--- config.mk ---
export PLATFORM = sky130hd
export DESIGN_NAME = pipelined_adder
export DESIGN_NICKNAME = d
export VERILOG_FILES = /design/src/rtl/pipelined_adder.sv
export SDC_FILE = /design/constraint.sdc
export NUM_CORES = 1
export LEC_CHECK = 0
export CORE_AREA = 5 5 140 102
export DETAILED_ROUTE_END_ITERATION = 10
export DIE_AREA = 0 0 145 107
export SYNTH_ARGS = -nofsm -noshare
export SYNTH_HDL_FRONTEND = slang
export SYNTH_SLANG_ARGS = --single-unit
--- constraint.sdc ---
create_clock -name clk -period 2.02 [get_ports clk]
set_clock_uncertainty 0.05 [all_clocks]
set_input_delay 0.303 -clock clk [delete_from_list [all_inputs] [get_ports clk]]
set_output_delay 0.303 -clock clk [all_outputs]
set_load 0.01 [all_outputs]
--- src/rtl/pipelined_adder.sv ---
// Pipelined add/subtract unit: WIDTH-bit carry chain split into STAGES
// registered segments, with valid/ready handshakes and signed overflow.
module pipelined_adder #(
  parameter int unsigned WIDTH  = 16,
  parameter int unsigned STAGES = 4
) (
  input  logic             clk,
  input  logic             rst_n,
  input  logic             in_valid,
  output logic             in_ready,
  input  logic [WIDTH-1:0] X,
  input  logic [WIDTH-1:0] Y,
  input  logic             Cin,
  input  logic             sub,
  output logic             out_valid,
  input  logic             out_ready,
  output logic [WIDTH-1:0] sum,
  output logic             Cout,
  output logic             ovf
);

  localparam int unsigned SEG = WIDTH / STAGES;

  // Stage registers: index k holds the state after segment k has been added.
  logic [STAGES-1:0] vld_q;
  logic [STAGES-1:0] c_q;
  logic [WIDTH-1:0]  x_q   [STAGES];
  logic [WIDTH-1:0]  ye_q  [STAGES];
  logic [WIDTH-1:0]  sum_q [STAGES];
  logic              ovf_q;

  // Per-stage inputs and next-state values.
  logic [STAGES-1:0] vld_nx;
  logic [STAGES-1:0] src_c;
  logic [STAGES-1:0] c_nx;
  logic [WIDTH-1:0]  src_x   [STAGES];
  logic [WIDTH-1:0]  src_ye  [STAGES];
  logic [WIDTH-1:0]  src_sum [STAGES];
  logic [WIDTH-1:0]  sum_nx  [STAGES];
  logic [SEG:0]      seg_res;
  logic              ovf_nx;
  logic              adv;

  // The whole pipeline advances together whenever the output slot is free.
  assign out_valid = vld_q[STAGES-1];
  assign adv       = !out_valid || out_ready;
  assign in_ready  = adv;
  assign sum       = sum_q[STAGES-1];
  assign Cout      = c_q[STAGES-1];
  assign ovf       = ovf_q;

  // Operand routing: stage 0 takes the prepared port operands, later stages
  // take the skewed operands and partial sum from the previous stage.
  always_comb begin
    src_x[0]   = X;
    src_ye[0]  = sub ? ~Y : Y;
    src_c[0]   = Cin ^ sub;
    src_sum[0] = '0;
    vld_nx[0]  = in_valid;
    for (int unsigned k = 1; k < STAGES; k++) begin
      src_x[k]   = x_q[k-1];
      src_ye[k]  = ye_q[k-1];
      src_c[k]   = c_q[k-1];
      src_sum[k] = sum_q[k-1];
      vld_nx[k]  = vld_q[k-1];
    end
  end

  // Segment adders: stage k fills in sum bits [k*SEG +: SEG]; the last stage
  // also derives signed overflow from the delayed operand sign bits.
  always_comb begin
    seg_res = '0;
    for (int unsigned k = 0; k < STAGES; k++) begin
      seg_res = {1'b0, src_x[k][k*SEG +: SEG]}
              + {1'b0, src_ye[k][k*SEG +: SEG]}
              + {{SEG{1'b0}}, src_c[k]};
      sum_nx[k]                = src_sum[k];
      sum_nx[k][k*SEG +: SEG]  = seg_res[SEG-1:0];
      c_nx[k]                  = seg_res[SEG];
    end
    ovf_nx = (src_x[STAGES-1][WIDTH-1] == src_ye[STAGES-1][WIDTH-1]) &&
             (sum_nx[STAGES-1][WIDTH-1] != src_x[STAGES-1][WIDTH-1]);
  end

  // Pipeline registers: clear on reset, shift on advance, hold on stall.
  always_ff @(posedge clk or negedge rst_n) begin
    if (!rst_n) begin
      vld_q <= '0;
      c_q   <= '0;
      ovf_q <= 1'b0;
      for (int unsigned k = 0; k < STAGES; k++) begin
        x_q[k]   <= '0;
        ye_q[k]  <= '0;
        sum_q[k] <= '0;
      end
    end else if (adv) begin
      vld_q <= vld_nx;
      c_q   <= c_nx;
      ovf_q <= ovf_nx;
      for (int unsigned k = 0; k < STAGES; k++) begin
        x_q[k]   <= src_x[k];
        ye_q[k]  <= src_ye[k];
        sum_q[k] <= sum_nx[k];
      end
    end
  end

endmodule

Yosys cells after proc, flatten, opt, wreduce, memory -nomap -nowiden
Cells that the tools add are included.
{"block": "totals", "mem_bits_ro": 0, "in_bits": 38, "reg_bits": 145, "n_memories": 0, "ram_bits": 0, "word_cells": 29, "out_inout_bits": 20, "latch_bits": 0}
{"block": "op_classes", "reduce_logical": 3, "n_eq_ne": 2, "magnitude_cmp": 0, "muxes": 1, "shift": 0, "n_addsub": 8, "mul": 0, "n_div": 0, "n_bitwise": 2}
{"operator": "adder 4 x 4 -> 5 bit", "n": 4}
{"operator": "adder 5 x 1 -> 5 bit", "n": 4}
{"operator": "2-to-1 mux 16 bit", "n": 1}
{"operator": "inverter 16 bit", "n": 1}
{"operator": "== test 1 bit", "n": 1}
{"operator": "logical AND 1 bit", "n": 1}
{"operator": "zero test 1 bit", "n": 1}
{"operator": "logical OR 1 bit", "n": 1}
{"operator": "!= test 1 bit", "n": 1}
{"operator": "bitwise XOR 1 bit", "n": 1}

Logic depth before layout (Yosys ltp)
{"block": "depth", "word_depth": 4, "mapped_depth": 8, "mapped_depth_nobuf": 6}

Worst setup path after synthesis
No wires, ideal clock.
{"block": "synth_timing", "kind": "input to register", "start": "input sub", "end": "register c_q[0]", "path_slack_ns": -0.133, "path_buffers": 2, "t_arrival_ns": 1.975, "t_required_ns": 1.842, "setup_ns": 0.128, "path_stages": 8, "cell_sequence": "buf_4 > buf_4 > xor2_1 > fa_1 > fa_1 > a21o_1 > a21oi_1 > a21oi_1"}
{"block": "synth_via", "elab_chain_len": 3, "elab_cells_between_ends": 4, "cone_classes": "2 x add/sub; 1 x mux; 1 x bitwise"}
{"item": "start, declared", "line_no": "14", "text": "input logic sub,"}
{"item": "2-to-1 mux 16 bit", "line_no": "56", "text": "src_ye[0] = sub ? ~Y : Y;"}
{"item": "adder 4 x 4 -> 5 bit", "line_no": "75", "text": "+ {1'b0, src_ye[k][k*SEG +: SEG]}"}
{"item": "adder 5 x 1 -> 5 bit *", "line_no": "76", "text": "+ {{SEG{1'b0}}, src_c[k]};"}
{"item": "end signal, assigned", "line_no": "98", "text": "c_q <= c_nx;"}
{"item": "end, declared", "line_no": "26", "text": "logic [STAGES-1:0] c_q;"}
Mark *: on every way between the ends. The rest lies on a longest branch, timed or not.
A chain may end at the register's enable or synchronous reset.

Final worst setup path
{"block": "layout_timing", "start": "register c_q[0]", "end": "register c_q[1]"}
{"block": "layout_via", "elab_chain_len": 1}
{"item": "adder 5 x 1 -> 5 bit", "line_no": "76"}
No other way between the ends.

==> summary.md <==
| Metric | Value |
|---|---|
| Hold WC Path Type | register to register |
| Final Max Slew Viols | 0 |
| Met2 wire length | 3.91 mm |
| Final ANT Viol Nets | 0 |
| Initial Util | 33.8% |
| 1st-iter DRT viols | 108 |
| DR top layer | met4 |
| Hold Fails Final Rpt | 0 |
| Max clock buf depth | 2 |
| Number of buffers created by CTS | 9 |
| Final setup viols | 0 |
| Row count | 35 |
| Placed Cells incl. Taps | 674 |
| Setup Crit Path Kind | register to register |
| Worst-Skew Late Latency | 0.34 ns |
| Number of fill cells | 1292 |
| Overflow after GRT | 0 |
| Post-Synthesis Cell Area | 4340 um^2 |
| Antenna violations before repair | 0 |
| Die area | 15500 um^2 |
| Share of layout cells above drive strength 1 | 6.67% |
| FMAX | 0.519 GHz |
| Max-cap check violation count | 0 |
| TritonCTS clock tree | done |
| Pre-Repair DR Iteration Count | 4 |
| Reg area | 2430 um^2 |
| RSZ-0062 raised after global routing | false |
| Layout overhead on the synthesized area | 24.8% |
| Dpl ws | -0.392 ns |
| Clock transition at the registers of the reported paths | 0.06 ns |
| R2R depth | 5 |
| Buffers added on ports | 57 |
| Multi-input gate area | 1750 um^2 |
| Post-layout min period | 1.93 ns |
| CP startpoint kind | register |
| Post-synthesis sequential area ratio | 55.9% |
| FF-to-FF End | c_q[1] |
| Die X | 145 um |
| First-pass GRT wire length | 15.2 mm |
| Wirelength per Cell | 12.7 um |
| Vias per std cell | 4.47 |
| Routed wire length | 8.80 mm |
| R2r startpoint | c_q[0] |
| Largest net degree at the start of global routing | 91 |
| Post-Syn Area per Cell | 9.41 um^2 |
| Clk sink count | 97 |
| Hold-critical path depth | 1 |
| Worst-margin pin slew | 0.593 ns |
| Via count | 3086 |
| Met3 WL post-DR | 408 um |
| Min-delay src | vld_q[2] |
| H-tree Lvls | 3 |
| Syn. warnings | 0 |
| DRC | 0 |
| CP required | 2.18 ns |
| Critical Path Fanout Max | 2 |
| Vias in the first global route | 3055 |
| Power Density | 1440 nW/um^2 |
| Ant diodes | 0 |
| Ports | 58 |
| Slew headroom | 60.5% |
| Clock Tree Root | clkbuf_16 |
| Syn Inst Count | 461 |
| Max VDD drop | 1.13 mV |
| CORE AREA | 12800 um^2 |
| Final worst-path cycle share | 95.4% |
| Die Y | 107 um |
| Outcome | completed |
| Post-detail-place hpwl | 6.32 mm |
| Setup crit end kind | register |
| LEAKAGE | 2.63 nW |
| Overall Global Routing Usage | 12.0% |
| WP data arrival | 2.09 ns |
| Worst hold endpoint | vld_q[3] |
| Metal-1 WL | 4.39 mm |
| R2R Setup Slk | 0.09 ns |
| Synth Net Count | 519 |
| Total power | 0.00778 W |
| Seq cells post-synth | 97 |
| Nets | 578 |
| Worst setup margin | 0.0922 ns |
| GPL Wtd Cong | 0.807 |
| Post-route insts no fill | 691 |
| Distinct cells, synth | 27 |
## report_power, final
part / total [W] / switching (W) / internal [W] / leakage [nW]
registers: 0.00333 / 0.000524 / 0.00281 / 1.18
clock network: 0.00160 / 0.000698 / 0.000900 / 0.131
logic: 0.00285 / 0.00151 / 0.00135 / 1.32
## critical path, cell delays in order (launching register included)
cell     delay [ns]
dfrtp_1        0.40
fa_1           0.47
fa_1           0.42
a21o_1         0.20
a21oi_1        0.18
a21oi_1        0.09
## flip-flops by register name, indices dropped and copies added (netlist names)
name     count
src_x       24
src_ye      24
ovf          1
sum         16
c_q          4
src_sum     24
vld_q        4
## logic make-up (layout without fill, tap and decap cells)
family / Yosys count / count (layout) / share of synthesized area [%]
xor+xnor: 21 / 21 / 4.24
mux: 3 / 3 / 0.692
fa+ha+maj: 20 / 20 / 7.15
flops: 97 / 97 / 55.9
buf+inv: 33 / 97 / 4.12
compound gates: 44 / 44 / 6.11
simple gates: 243 / 243 / 21.7
## layout by cell type, fill, tap and decap left out, types with 2 or more instances in the layout
cell type / count
inv_1: 7
fa_2: 3
clkbuf_8: 2
nor2_1: 7
mux2i_1: 3
o2111ai_1: 3
buf_12: 3
buf_4: 11
o21ai_0: 18
clkinvlp_4: 3
clkdlybuf4s50_1: 55
a21boi_0: 2
xnor2_1: 15
dfrtp_1: 97
nor2b_1: 4
xor2_1: 6
clkbuf_16: 9
a21oi_1: 13
nand3_1: 4
nand2_1: 223
fa_1: 5
ha_1: 12
clkinv_1: 2
or4_1: 3
a211oi_1: 2
a21o_1: 4
## cell usage after synthesis, drive strengths merged
master | count | area, um^2
clkinv | 2 | 7.51
a21boi | 2 | 15.0
a21oi | 13 | 65.1
o21ai | 18 | 90.1
nand2b | 1 | 6.26
xor2 | 6 | 52.6
o2111ai | 3 | 26.3
nand3 | 4 | 20.0
or4 | 3 | 22.5
nor2b | 5 | 31.3
o31ai | 1 | 7.51
fa | 8 | 160
buf | 21 | 134
dfrtp | 97 | 2430
nand2 | 223 | 837
inv | 8 | 30.0
clkbuf | 2 | 7.51
xnor2 | 15 | 131
a21o | 4 | 30.0
nor2 | 7 | 26.3
a211oi | 2 | 15.0
mux2i | 3 | 30.0
ha | 12 | 150
o41ai | 1 | 16.3
## through the flow
stage | TNS, ns | hold WS (ns) | cell area (um^2) | utilization, %
global route | 0 | 0.428 | 5420 | 42.2
finish | 0 | 0.410 | 5420 | 42.2
floorplan | 0 | -0.0426 | 4350 | -
CTS | 0 | 0.416 | 5410 | 42.2
detailed placement | -1.12 | 0.299 | 5120 | 39.9
global placement | -0.935 | 0.279 | 5120 | 39.9
## per-layer routing
layer | GRT usage, % | vias up
li1 | - | 1573
met5 | 0 | -
met2 | 18.1 | 61
met3 | 3.68 | 7
met4 | 3.43 | 0
met1 | 16.7 | 1445
## area by class of cell
| class | instances | area share (%) |
|---|---|---|
| Clock inverter | 4 | 0.508 |
| Timing Repair Buffer | 71 | 13.1 |
| Sequential cell | 97 | 44.8 |
| Multi-Input combinational cell | 331 | 32.3 |
| Tap cell | 166 | 3.83 |
| Clock buffer | 12 | 4.74 |
| Inverter | 10 | 0.693 |
## worst max-delay path by stage
stage	from	to
final	c_q[0]	c_q[1]
after global placement	sub	c_q[0]
after CTS	c_q[2]	c_q[3]
after detailed placement	sub	c_q[0]
after floorplan	sub	c_q[0]
after global routing	c_q[0]	c_q[1]
## repair_timing
| action | CTS | global route |
|---|---|---|
| buffers inserted | 0 | 0 |
| endpoints found under the hold margin | 41 | 0 |
| hold buffers | 1 | 0 |
| gates resized for setup | 1 | 1 |
| setup endpoints to repair | 1 | 1 |
(Power assumes the default switching activity.)
==> edit 1 (same flow settings) <==
Reset style: synchronous (`rst_n`), changed in one clocked block.
--- a/src/rtl/pipelined_adder.sv
+++ b/src/rtl/pipelined_adder.sv
@@ -85,3 +85,3 @@
   // Pipeline registers: clear on reset, shift on advance, hold on stall.
-  always_ff @(posedge clk or negedge rst_n) begin
+  always_ff @(posedge clk) begin
     if (!rst_n) begin
Check against the original RTL: differs if rst_n is asserted again (counterexample within 10 cycles, from zero or initial values and one cycle with rst_n low); with rst_n held inactive, the same outputs for 10 cycles.
==> edit 1 against the original RTL <==
Design area up 0.25%; sequential cell count did not move; cell count is 22% lower; wire length is 20% lower; worst setup slack improved by 35 ps; synthesized area is 1.5% lower; highest routed layer unchanged.
Power is not compared: it rests on default switching activity, and its combinational part moved more than twofold at a synthesized area within 25%.
==> edit 1: results (changes against the original RTL) <==
Status
  – Status: complete, no violations

Power and ir drop
  – Maximum vdd drop: 0.444 mV
  – Total internal power: 0.00366 W
  – Leak: 2.39 nW

Layout
  – Biggest regs: sum_q x40, x_q x24, ye_q x24
  – Layout cells sized above 1: 8.63% (+2.0 points)
  – Nets@finish: 424 (-27%)

Drt
  – TritonRoute pass-1 iters: 4 (unchanged)
  – Via count: 2,416 (-22%)
  – Initial drt markers: 129 (+19%)
  – Final wirelength: 7.04 mm (-20%)

Global route
  – First-pass GRT wire length: 11.8 mm (-23%)
  – Antenna violations before repair: 1 (+1)
  – GR Util All Layers: 9.41% (-2.6 points)
  – Largest net degree at the start of global routing: 43 (-53%)

Worst hold path
  – Hold WC Path Type: input pin to flip-flop

Clock network
  – Skew-Pair Late Insertion Delay: between 300 and 400 ps
  – Clock slew at reported path FFs: 60 ps (about the same)
  – Post-CTS Setup Bufs: 0 (unchanged)
  – Clock Tree Buf Depth: 2 (unchanged)
  – Num CTS Buffers: 9 (unchanged)
  – CTS Root Cell: clkbuf_16
  – H-tree depth: 3 (unchanged)
  – Cts repair resizes: 1 (unchanged)

Placed design
  – DP Area: 5120 um2 (about the same)
  – Final Wtd Congestion: 0.715 (-11%)
  – Post-DP HPWL: 4.84 mm (-23%)
  – Place WS: -378 ps (+13.7 ps)
  – Port-buffer cells: 57 (unchanged)

Worst setup path
  – CP max stage cell: fa_1
  – Delay-heaviest family, CP: adder cells
  – Critical Path AT: 2050 ps (-40 ps)
  – Critical Path Max Stage Delay: ~480 ps
  – Crit path max fanout: 2 (unchanged)

STA
  – Rel. slew slack: 70.3% (+9.8 points)

Synthesis
  – Dominant cells by area after synthesis: edfxtp_1, and3_1, dfxtp_1
  – Asr flop ratio synth: 0% (-100 points)
  – Post-synthesis net count: 366 (-29%)
  – Seq/Total Area, Yosys: 66.0% (+10 points)
  – Ys flop type: edfxtp_1
  – Number of synthesized flops with an enable pin: 88 (+88)
  – Most instantiated cells after synthesis: edfxtp_1, and3_1, nor2_1
  – Netlist cell types: 30 (+11%)
  – YS warnings: 0 (unchanged)
edit 1: final cells by class:
type	count	area, um2
clock buffer	13	240
timing repair buffer	69	729
fill	1182	7400
clock inverter	3	65.1
antenna	1	2.50
sequential	97	2820
inverter	7	26.3
tap	166	208
multi-input combinational	182	1340
edit 1: logic make-up after synthesis:
logic type	count (synthesis)	synth area share (%)
XOR/XNOR	19	3.89
buffers and inverters	29	2.99
adder cells (fa/ha/maj)	20	7.26
AND/OR/NAND/NOR	111	14.8
flip-flops	97	66.0
AO/OA/AOI/OAI	29	4.30
multiplexers	3	0.703
edit 1: final timing paths:
check	from	endpoint	slack (ps)	cells past startpoint
min reg2reg	vld_q[1]	vld_q[1]	420	2
max reg2reg	x_q[0][44]	c_q[3]	130	5
min	rst_n	vld_q[3]	390	2
max	x_q[0][44]	c_q[3]	130	5
edit 1: through the flow:
| stage | instances | power [W] | hold WS (ps) |
|---|---|---|---|
| 2_1_floorplan | 308 | 0.00265 | 390 |
| 3_3_place_gp | 521 | 0.00282 | 400 |
| 3_5_place_dp | 521 | 0.00284 | 403 |
| 4_1_cts | 537 | 0.00458 | 382 |
| 5_1_grt | 537 | 0.00471 | 407 |
| 6_report | 538 | 0.00452 | 386 |
edit 1: power by group through the flow:
stage | registers [W] | logic [W] | clock network (W)
final | 0.00237 | 0.000410 | 0.00174
after global routing | 0.00239 | 0.000457 | 0.00187
after CTS | 0.00237 | 0.000419 | 0.00179
after detailed placement | 0.00242 | 0.000418 | 0
after global placement | 0.00242 | 0.000406 | 0
after floorplan | 0.00242 | 0.000234 | 0
edit 1: layer usage:
metal | routed length, um | track usage [%]
met1 | 3390 | 12.1
met2 | 3140 | 14.3
met3 | 471 | 4.31
met4 | 38 | 2.76
met5 | 0 | 0
==> edit 2 (config.mk and constraints unchanged) <==
Without the edit above. The parameter `WIDTH` goes from 16 to 32.
--- a/src/rtl/pipelined_adder.sv
+++ b/src/rtl/pipelined_adder.sv
@@ -3,3 +3,3 @@
 module pipelined_adder #(
-  parameter int unsigned WIDTH  = 16,
+  parameter int unsigned WIDTH  = 32,
   parameter int unsigned STAGES = 4
Interface: changed (resized X, Y and sum); port bits go from 58 to 106. The function was not compared with the original's and may differ.
==> edit 2 against the original RTL <==
The flow now finishes with violations (setup timing); combinational power up 140%; clock power up 100%; non-clock buffer count up 77; power up 110%; worst hold slack worse by 150 ps; global-route usage up 12 points; count of clock-buffer cells in the layout up 6; fmax down 14%; synthesized area up 93%; highest routed layer unchanged; sequential power up 91%; wire length up 110%; worst setup slack worse by 310 ps; sequential cell count up 88; design area up 94%.
==> edit 2: results (changes against the original RTL) <==
Layout
  – Fillers: 799 (-38%)
  – Nets@finish: 1,143 (+98%)

Power and ir drop
  – Gate power share: 41.3% (+4.6 points)
  – Maximum vdd drop: 1.18 mV (+3.9%)
  – Net Sw Power: 0.00616 W (+130%)
  – Leak: 5.12 nW (+95%)

Worst setup path
  – R2r endpoint: sum[30]
  – Critical Path Max Stage Delay: 440 ps (-30 ps)
  – Crit path max fanout: 3 (+1)
  – Logic depth of the worst register-to-register path: 8 (+3)
  – Critical Path AT: 2490 ps (+400 ps)

STA
  – Post-route setup TNS: -807 ps (-807 ps)
  – Final Setup Violations: 9 (+9)
  – Final Worst Setup Slack: -219 ps (-312 ps)

Drt
  – DR WL/cell: 15.1 um (+18%)
  – TritonRoute pass-1 iters: 5 (+1)
  – Wire length on met2: 9.16 mm (+130%)
  – Final wirelength: 18.3 mm (+110%)
  – M1 wire length: 8.06 mm (+84%)
  – Initial drt markers: 525 (+390%)

Synthesis
  – Adder-cell share of the synthesized area: 6.11% (-1.0 points)
  – Netlist cell types: 36 (+33%)
  – Mux cell area share after synthesis: 0% (-0.69 points)
  – Synth Instances: 915 (+98%)
  – Seq/Total Area, Yosys: 55.4% (-0.53 points)
  – Post-synthesis xor/xnor area fraction: 5.03% (+0.79 points)
  – Area fraction in compound gates after synthesis: 8.42% (+2.3 points)

Global route
  – Met1 usage in global routing: 32.1% (+15 points)
  – First-pass GRT wire length: 31.2 mm (+110%)
  – Vias in the first global route: 6,566 (+110%)
  – GR Util All Layers: 24.5% (+12 points)
  – GR Util met3: 5.83% (+2.2 points)

Placed design
  – Dpl cells: 1,173 (+74%)
  – Post-DP HPWL: 12.2 mm (+92%)
  – Place WS: -647 ps (-255 ps)
  – Port-buffer cells: 105 (+84%)

Status
  – Failing checks: setup timing
  – Status: complete, but fails checks

Clock network
  – H-tree depth: 4 (+1)
  – Skew-Pair Late Insertion Delay: 430 ps (+90 ps)

Worst hold path
  – Hold WC Path Type: input pin to asynchronous set/reset pin
-- edit 2: cell count changes after synthesis, sizes merged, moves of 4 or more --
cell,change
a211oi,+9
a31oi,+4
clkbuf,+20
dfrtp,+88
ha,+16
nand2,+208
nor2,+8
nor3,+11
o211ai,+4
o21ai,+45
o21bai,+4
xnor2,+11
xor2,+16
-- edit 2: worst reg2reg max path, delay by kind of cell, from the launching register on --
family | cells | cell delay, ps
and+or+nand+nor | 2 | 370
AOI/OAI and AO/OA | 3 | 570
DFF | 1 | 420
buffers and inverters | 1 | 90
adders and majority gates | 2 | 620
-- edit 2: kinds of logic (layout without fill, tap and decap cells) --
kind of cell    after synthesis  in the layout
compound gates              119            119
fa+ha+maj                    36             36
flops                       185            185
xor+xnor                     48             48
buf+inv                      56            191
simple gates                471            471
-- edit 2: area by class of cell --
type / count / area [um2] / area share (%)
timing repair buffer: 148 / 1450 / 13.9
multi-input combinational: 674 / 3580 / 34.1
tap: 166 / 208 / 1.98
clock inverter: 14 / 131 / 1.25
sequential: 185 / 4630 / 44.1
clock buffer: 18 / 439 / 4.19
inverter: 11 / 43.8 / 0.418
-- edit 2: timing repair --
item,in CTS,in global routing
gates cloned,0,0
resized for setup,20,15
buffers inserted,5,6
endpoints found under the hold margin,73,0
hold buffers,1,0
endpoints found under the setup margin,16,16
pin swaps,13,20
-- edit 2: how the worst max path moves through the flow --
stage          startpoint           to  slack [ps]  cells past startpoint
2_1_floorplan         sub  src_sum[70]        -390                     11
3_3_place_gp         Y[0]  src_sum[70]        -570                     10
3_5_place_dp         Y[0]  src_sum[71]        -650                      9
4_1_cts        src_ye[24]      sum[30]        -100                      8
5_1_grt        src_ye[24]      sum[30]        -320                      8
6_report       src_ye[24]      sum[30]        -220                      8
